File: src/rtl/frag_ifetch_if.sv
// frag_ifetch_if: instruction-memory request/response channel between fetch and imem.
interface frag_ifetch_if;
  logic        imem_req_valid;
  logic        imem_req_ready;
  logic [31:0] imem_req_addr;
  logic        imem_rsp_valid;
  logic [31:0] imem_rsp_data;
  modport master (
    output imem_req_valid, imem_req_addr,
    input  imem_req_ready, imem_rsp_valid, imem_rsp_data
  );
  modport slave (
    input  imem_req_valid, imem_req_addr,
    output imem_req_ready, imem_rsp_valid, imem_rsp_data
  );
endinterface

File: src/rtl/frag_ifetch.sv
// frag_ifetch: RV32I fetch stage and IF/ID register, one outstanding imem request,
// one-entry skid buffer absorbing the in-flight word while decode stalls.
module frag_ifetch #(
  parameter logic [31:0] RESET_PC = 32'h0000_0000
) (
  input  logic                clk,
  input  logic                rst,
  input  logic                i_stall,
  input  logic                i_redirect,
  input  logic [31:0]         i_redirect_pc,
  frag_ifetch_if.master       imem,
  output logic                o_inst_valid,
  output logic [31:0]         o_inst_data,
  output logic [31:0]         o_inst_pc
);
  typedef enum logic [2:0] {IDLE, REQ, WAIT, FULL, DROP} state_t;
  localparam logic [31:0] PC0 = RESET_PC & ~32'h3;
  localparam logic [31:0] NOP = 32'h0000_0013;
  state_t      r_state, w_state_nxt;
  logic [31:0] r_pc, r_req_pc, r_skid_data, r_skid_pc;
  logic [31:0] w_pc_nxt, w_req_pc_nxt;
  logic        w_accept, w_rsp, w_free, w_load_rsp, w_load_skid, w_from_skid;

  assign imem.imem_req_valid = r_state == REQ;
  assign imem.imem_req_addr  = r_pc;
  assign w_accept = r_state == REQ && imem.imem_req_ready;
  assign w_rsp    = imem.imem_rsp_valid;
  assign w_free   = !o_inst_valid || !i_stall;

  always_comb begin
    w_state_nxt  = r_state;
    w_pc_nxt     = r_pc;
    w_req_pc_nxt = r_req_pc;
    w_load_rsp   = 1'b0;
    w_load_skid  = 1'b0;
    w_from_skid  = 1'b0;
    case (r_state)
      IDLE: w_state_nxt = REQ;
      REQ: begin
        w_req_pc_nxt = w_accept ? r_pc : r_req_pc;
        w_state_nxt  = w_accept ? WAIT : REQ;
      end
      WAIT: if (w_rsp) begin
        w_pc_nxt    = r_req_pc + 32'd4;
        w_load_rsp  = w_free;
        w_load_skid = !w_free;
        w_state_nxt = w_free ? REQ : FULL;
      end
      FULL: begin
        w_from_skid = !i_stall;
        w_state_nxt = i_stall ? FULL : REQ;
      end
      DROP: w_state_nxt = w_rsp ? REQ : DROP;
      default: w_state_nxt = IDLE;
    endcase
    // redirect overrides everything; stay in DROP only while a response is still owed
    if (i_redirect) begin
      w_pc_nxt    = i_redirect_pc & ~32'h3;
      w_load_rsp  = 1'b0;
      w_load_skid = 1'b0;
      w_from_skid = 1'b0;
      w_state_nxt = (((r_state == WAIT || r_state == DROP) && !w_rsp) || w_accept) ? DROP : REQ;
    end
  end

  always_ff @(posedge clk or posedge rst)
    if (rst) begin
      r_state      <= IDLE;
      r_pc         <= PC0;
      r_req_pc     <= PC0;
      r_skid_data  <= NOP;
      r_skid_pc    <= PC0;
      o_inst_valid <= 1'b0;
      o_inst_data  <= NOP;
      o_inst_pc    <= PC0;
    end else begin
      r_state      <= w_state_nxt;
      r_pc         <= w_pc_nxt;
      r_req_pc     <= w_req_pc_nxt;
      o_inst_valid <= w_load_rsp || w_from_skid || (o_inst_valid && i_stall && !i_redirect);
      if (w_load_skid) begin
        r_skid_data <= imem.imem_rsp_data;
        r_skid_pc   <= r_req_pc;
      end
      if (w_load_rsp) begin
        o_inst_data <= imem.imem_rsp_data;
        o_inst_pc   <= r_req_pc;
      end else if (w_from_skid) begin
        o_inst_data <= r_skid_data;
        o_inst_pc   <= r_skid_pc;
      end
    end
endmodule

File: src/flat_wrapper.sv
// flat-port wrapper written by rule: the top's interface ports become plain ports
module frag_ifetch_flat 
#(
  parameter logic [31:0] RESET_PC = 32'h0000_0000
)
  (clk, rst, i_stall, i_redirect, i_redirect_pc, o_inst_valid, o_inst_data, o_inst_pc, imem_imem_req_valid, imem_imem_req_addr, imem_imem_req_ready, imem_imem_rsp_valid, imem_imem_rsp_data);
  frag_ifetch_if imem_i ();
  input  logic clk;
  input  logic rst;
  input  logic i_stall;
  input  logic i_redirect;
  input  logic [31:0] i_redirect_pc;
  output logic o_inst_valid;
  output logic [31:0] o_inst_data;
  output logic [31:0] o_inst_pc;
  output wire logic [$bits(imem_i.imem_req_valid)-1:0] imem_imem_req_valid;
  output wire logic [$bits(imem_i.imem_req_addr)-1:0] imem_imem_req_addr;
  input wire logic [$bits(imem_i.imem_req_ready)-1:0] imem_imem_req_ready;
  input wire logic [$bits(imem_i.imem_rsp_valid)-1:0] imem_imem_rsp_valid;
  input wire logic [$bits(imem_i.imem_rsp_data)-1:0] imem_imem_rsp_data;
  assign imem_imem_req_valid = imem_i.imem_req_valid;
  assign imem_imem_req_addr = imem_i.imem_req_addr;
  assign imem_i.imem_req_ready = imem_imem_req_ready;
  assign imem_i.imem_rsp_valid = imem_imem_rsp_valid;
  assign imem_i.imem_rsp_data = imem_imem_rsp_data;
  frag_ifetch #(.RESET_PC(RESET_PC)) u_core (.clk(clk), .rst(rst), .i_stall(i_stall), .i_redirect(i_redirect), .i_redirect_pc(i_redirect_pc), .imem(imem_i), .o_inst_valid(o_inst_valid), .o_inst_data(o_inst_data), .o_inst_pc(o_inst_pc));
endmodule
File: config.mk
export PLATFORM = sky130hd
export DESIGN_NAME = frag_ifetch_flat
export DESIGN_NICKNAME = d
export VERILOG_FILES = /design/src/rtl/frag_ifetch_if.sv /design/src/rtl/frag_ifetch.sv /design/src/flat_wrapper.sv
export SDC_FILE = /design/constraint.sdc
export NUM_CORES = 1
export LEC_CHECK = 0
export ABC_AREA = 1
export CAP_MARGIN = 20
export CORE_ASPECT_RATIO = 0.7
export CORE_MARGIN = 4
export CORE_UTILIZATION = 57
export DETAILED_ROUTE_END_ITERATION = 7
export GPL_TIMING_DRIVEN = 0
export PLACE_DENSITY = 0.94
export SYNTH_ARGS = -nofsm -noshare
export SYNTH_HDL_FRONTEND = slang
export SYNTH_SLANG_ARGS = --single-unit
File: constraint.sdc
create_clock -name clk -period 10 [get_ports clk]
set_input_delay 1 -clock clk [delete_from_list [all_inputs] [get_ports clk]]
set_output_delay 1 -clock clk [all_outputs]
set_load 0.05 [all_outputs]
==> reports/results.txt <==
Status: complete, no violations
Leak: 5.924 nW
Vias in the first global route: 8,525
Setup crit end kind: primary output
Area Growth Syn to Fin: 27.53%
Post-DRT Antenna Nets: 0
Multi-input logic area: 0.003640 sq mm
Worst-Skew Late Latency: 0.45 ns
Nets: 1,372
Clock sinks: 196
Gr busiest metal: met2
DP HPWL: 20,040 um
Global Route met3 Usage: 7.918%
Post-synthesis cell type count: 38
Seq cells post-synth: 196
CP startpoint kind: flop
RSZ-0062 raised after global routing: false
Largest net degree at the start of global routing: 136
Filler cell count: 1,115
Final Util: 75.56%
First-pass GRT wire length: 44,610 um
Max-cap violations: 0
Final WS setup: 7.044 ns
EDFF count, synth: 0
CP Capture Point: imem_imem_req_valid
Routed vias: 8,632
Post-synthesis cell area: 0.009380 sq mm
Critical path arrival: 1.96 ns
Final Slew Violations: 0
Hold-critical path depth: 2
Cells after Synth: 1,117
Post-synth top area cell: dfrtp_1
Area share of the largest cell type after synthesis: 50.69%
Commonest cells post-synth: 351 x nand2_1, 190 x dfrtp_1, 111 x inv_1, 89 x o21ai_0, 73 x nor2_1
Critical path class: flop to primary output
CP required: 9.00 ns
Gpl congestion: 0.9908
Core ar.: 0.01583 sq mm
H-tree Lvls: 4
Die width: 161.3 um
Critical Path Source: u_core.r_state[1]$_DFFE_PP0P_
Setup bufs post-CTS: 0
CP max FO: 5
N_diodes: 0
RR Startpoint: u_core.r_req_pc[2]$_DFFE_PP0P_
GR Util met1: 42.68%
Min Tclk post-route: 2.956 ns
Rows: 38
Slew at the pin closest to its max-slew limit: 0.7852 ns
Synth area leaders: dfrtp_1 51%, nand2_1 14%, o21ai_0 4.7%
Hold Buf Count CTS: 0
Grt ovf: 0
Clock slew at reported path FFs: 0.09 ns
Grt met2 use: 47.78%
Area of the die: 0.01861 sq mm
CTS tree: done
DRC: 0
GRT Total Usage: 30.49%
Dpl ws: 7.079 ns
Warning count from the yosys run: 0
Power Density: 280.9 mW/mm^2
Die height: 115.3 um
Flop2flop setup slack: 7.88 ns
Final setup vio count: 0
Async set or reset register ratio after synthesis: 100.0%
FMAX: 0.3383 GHz
Initial antenna violation count: 0
1st-iter DRT viols: 971
CTS Buffer Depth: 2
Most common cell in the synthesized netlist: nand2_1
Worst min-delay path class: flop to flop
Normalized max-slew margin: 47.65%
Worst R2R End: u_core.imem.imem_req_addr[26]$_DFFE_PP0P_
Worst Skew: 0.02003 ns
Layout cells sized above 1: 14.31%
Port bufs: 164
Reg area: 0.004912 sq mm
Sum of negative setup slack: 0 ns
Hold Violations, Final: 0
Post-CTS sizing: 0
I/O pin count: 168
FF-to-FF path depth: 8
Period utilization: 29.56%
Root Driver: clkbuf_16
Peak VDD IR: 0.2289 mV
Top_reg_cell synth: dfrtp_1
Starting Density: 59.25%
Register area share after synthesis: 52.37%
WL/cell: 18.44 um
Cts bufs inserted: 17
HP Start: u_core.r_skid_data[2]$_DFFE_PP0P_
Final hold slack: 0.4906 ns
Syn Area/Cell: 8.398 sq um
Detailed Routing Iterations Pass 1: 7
Vias per inst: 5.627
Synthesized net count: 1,188
Final wirelength: 28,290 um
==> per-layer routing <==
metal	share of wire, %	vias to the layer above	wire, um
li1	-	3914	-
met1	42	4161	11780
met2	46	508	12940
met3	11	49	3118
met4	1.6	0	457
met5	0	-	0
==> critical path, cell delays in order (launching register included) <==
cell	delay, ns
dfrtp_1	0.43
inv_1	0.09
nand2_1	0.05
nor2_1	0.13
clkdlybuf4s50_1	0.82
==> cell usage in the layout (no fill, tap or decap), drive strengths merged <==
master	netlist	layout
o21bai	4	4
buf	27	28
bufinv	0	2
dfrtp	190	190
ha	1	1
and2	1	1
nand3	80	80
a22oi	1	1
o22ai	2	2
dfstp	6	6
o21ai	143	143
clkinvlp	0	1
o311ai	1	1
nand2	353	353
nor3	3	3
nand4	1	1
a31oi	1	1
nor3b	1	1
xor2	4	4
and3	1	1
nor2	76	76
inv	147	154
clkbuf	24	41
o211ai	32	32
clkdlybuf4s50	0	164
clkinv	0	5
a21oi	14	14
o2111ai	1	1
o221ai	3	3
==> stage by stage <==
stage	power, mW	cells	area (sq um)
2_1_floorplan	2.119	1117	9380
3_3_place_gp	2.566	1501	11300
3_5_place_dp	2.611	1502	11330
4_1_cts	3.349	1534	11960
5_1_grt	3.499	1534	11960
6_report	3.360	1534	11960
==> power by group <==
group	switching, mW	internal (mW)
clock	0.347	0.385
sequential	0.181	1.00
combinational	0.974	0.473
total	1.50	1.86
==> registers in the layout, summed over array words and instances, names as in the netlist <==
name and count:
u_core.imem.imem_req_addr 32, u_core.r_req_pc 32, u_core.r_state 3, u_core.o_inst_data 32, u_core.o_inst_valid 1, u_core.r_skid_pc 32, u_core.o_inst_pc 32, u_core.r_skid_data 32
==> worst min-delay path by stage <==
stage | slack (ns) | endpoint
4_1_cts | 0.49 | u_core.o_inst_pc[2]$_DFFE_PP0P_
6_report | 0.49 | u_core.r_skid_data[2]$_DFFE_PP0P_
3_3_place_gp | 0.46 | u_core.r_skid_data[4]$_DFFE_PP1P_
5_1_grt | 0.52 | u_core.o_inst_pc[30]$_DFFE_PP0P_
3_5_place_dp | 0.47 | u_core.r_skid_data[22]$_DFFE_PP0P_
2_1_floorplan | 0.45 | u_core.r_skid_data[21]$_DFFE_PP0P_
==> cell families (layout without fill, tap and decap cells) <==
group	count (synthesis)	in the layout	synth area share (%)
flip-flops	196	196	52.37
AND/OR/NAND/NOR	516	516	23.92
AO/OA/AOI/OAI	202	202	14.38
adder cells (fa/ha/maj)	1	1	0.1334
buffers and inverters	198	395	8.830
XOR/XNOR	4	4	0.3734
==> final cells by class <==
cell class              instances  share of cell area, %
plain buffers                  51                  2.311
clock buffers                  17                  3.556
clock inverters                15                  1.715
inverters                     147                  4.675
multi-input cells             723                  30.43
flip-flops and latches        196                  41.06
well taps                     220                  2.301
repair buffers                165                  13.95
Note: power is estimated with default switching activity, not from simulation.
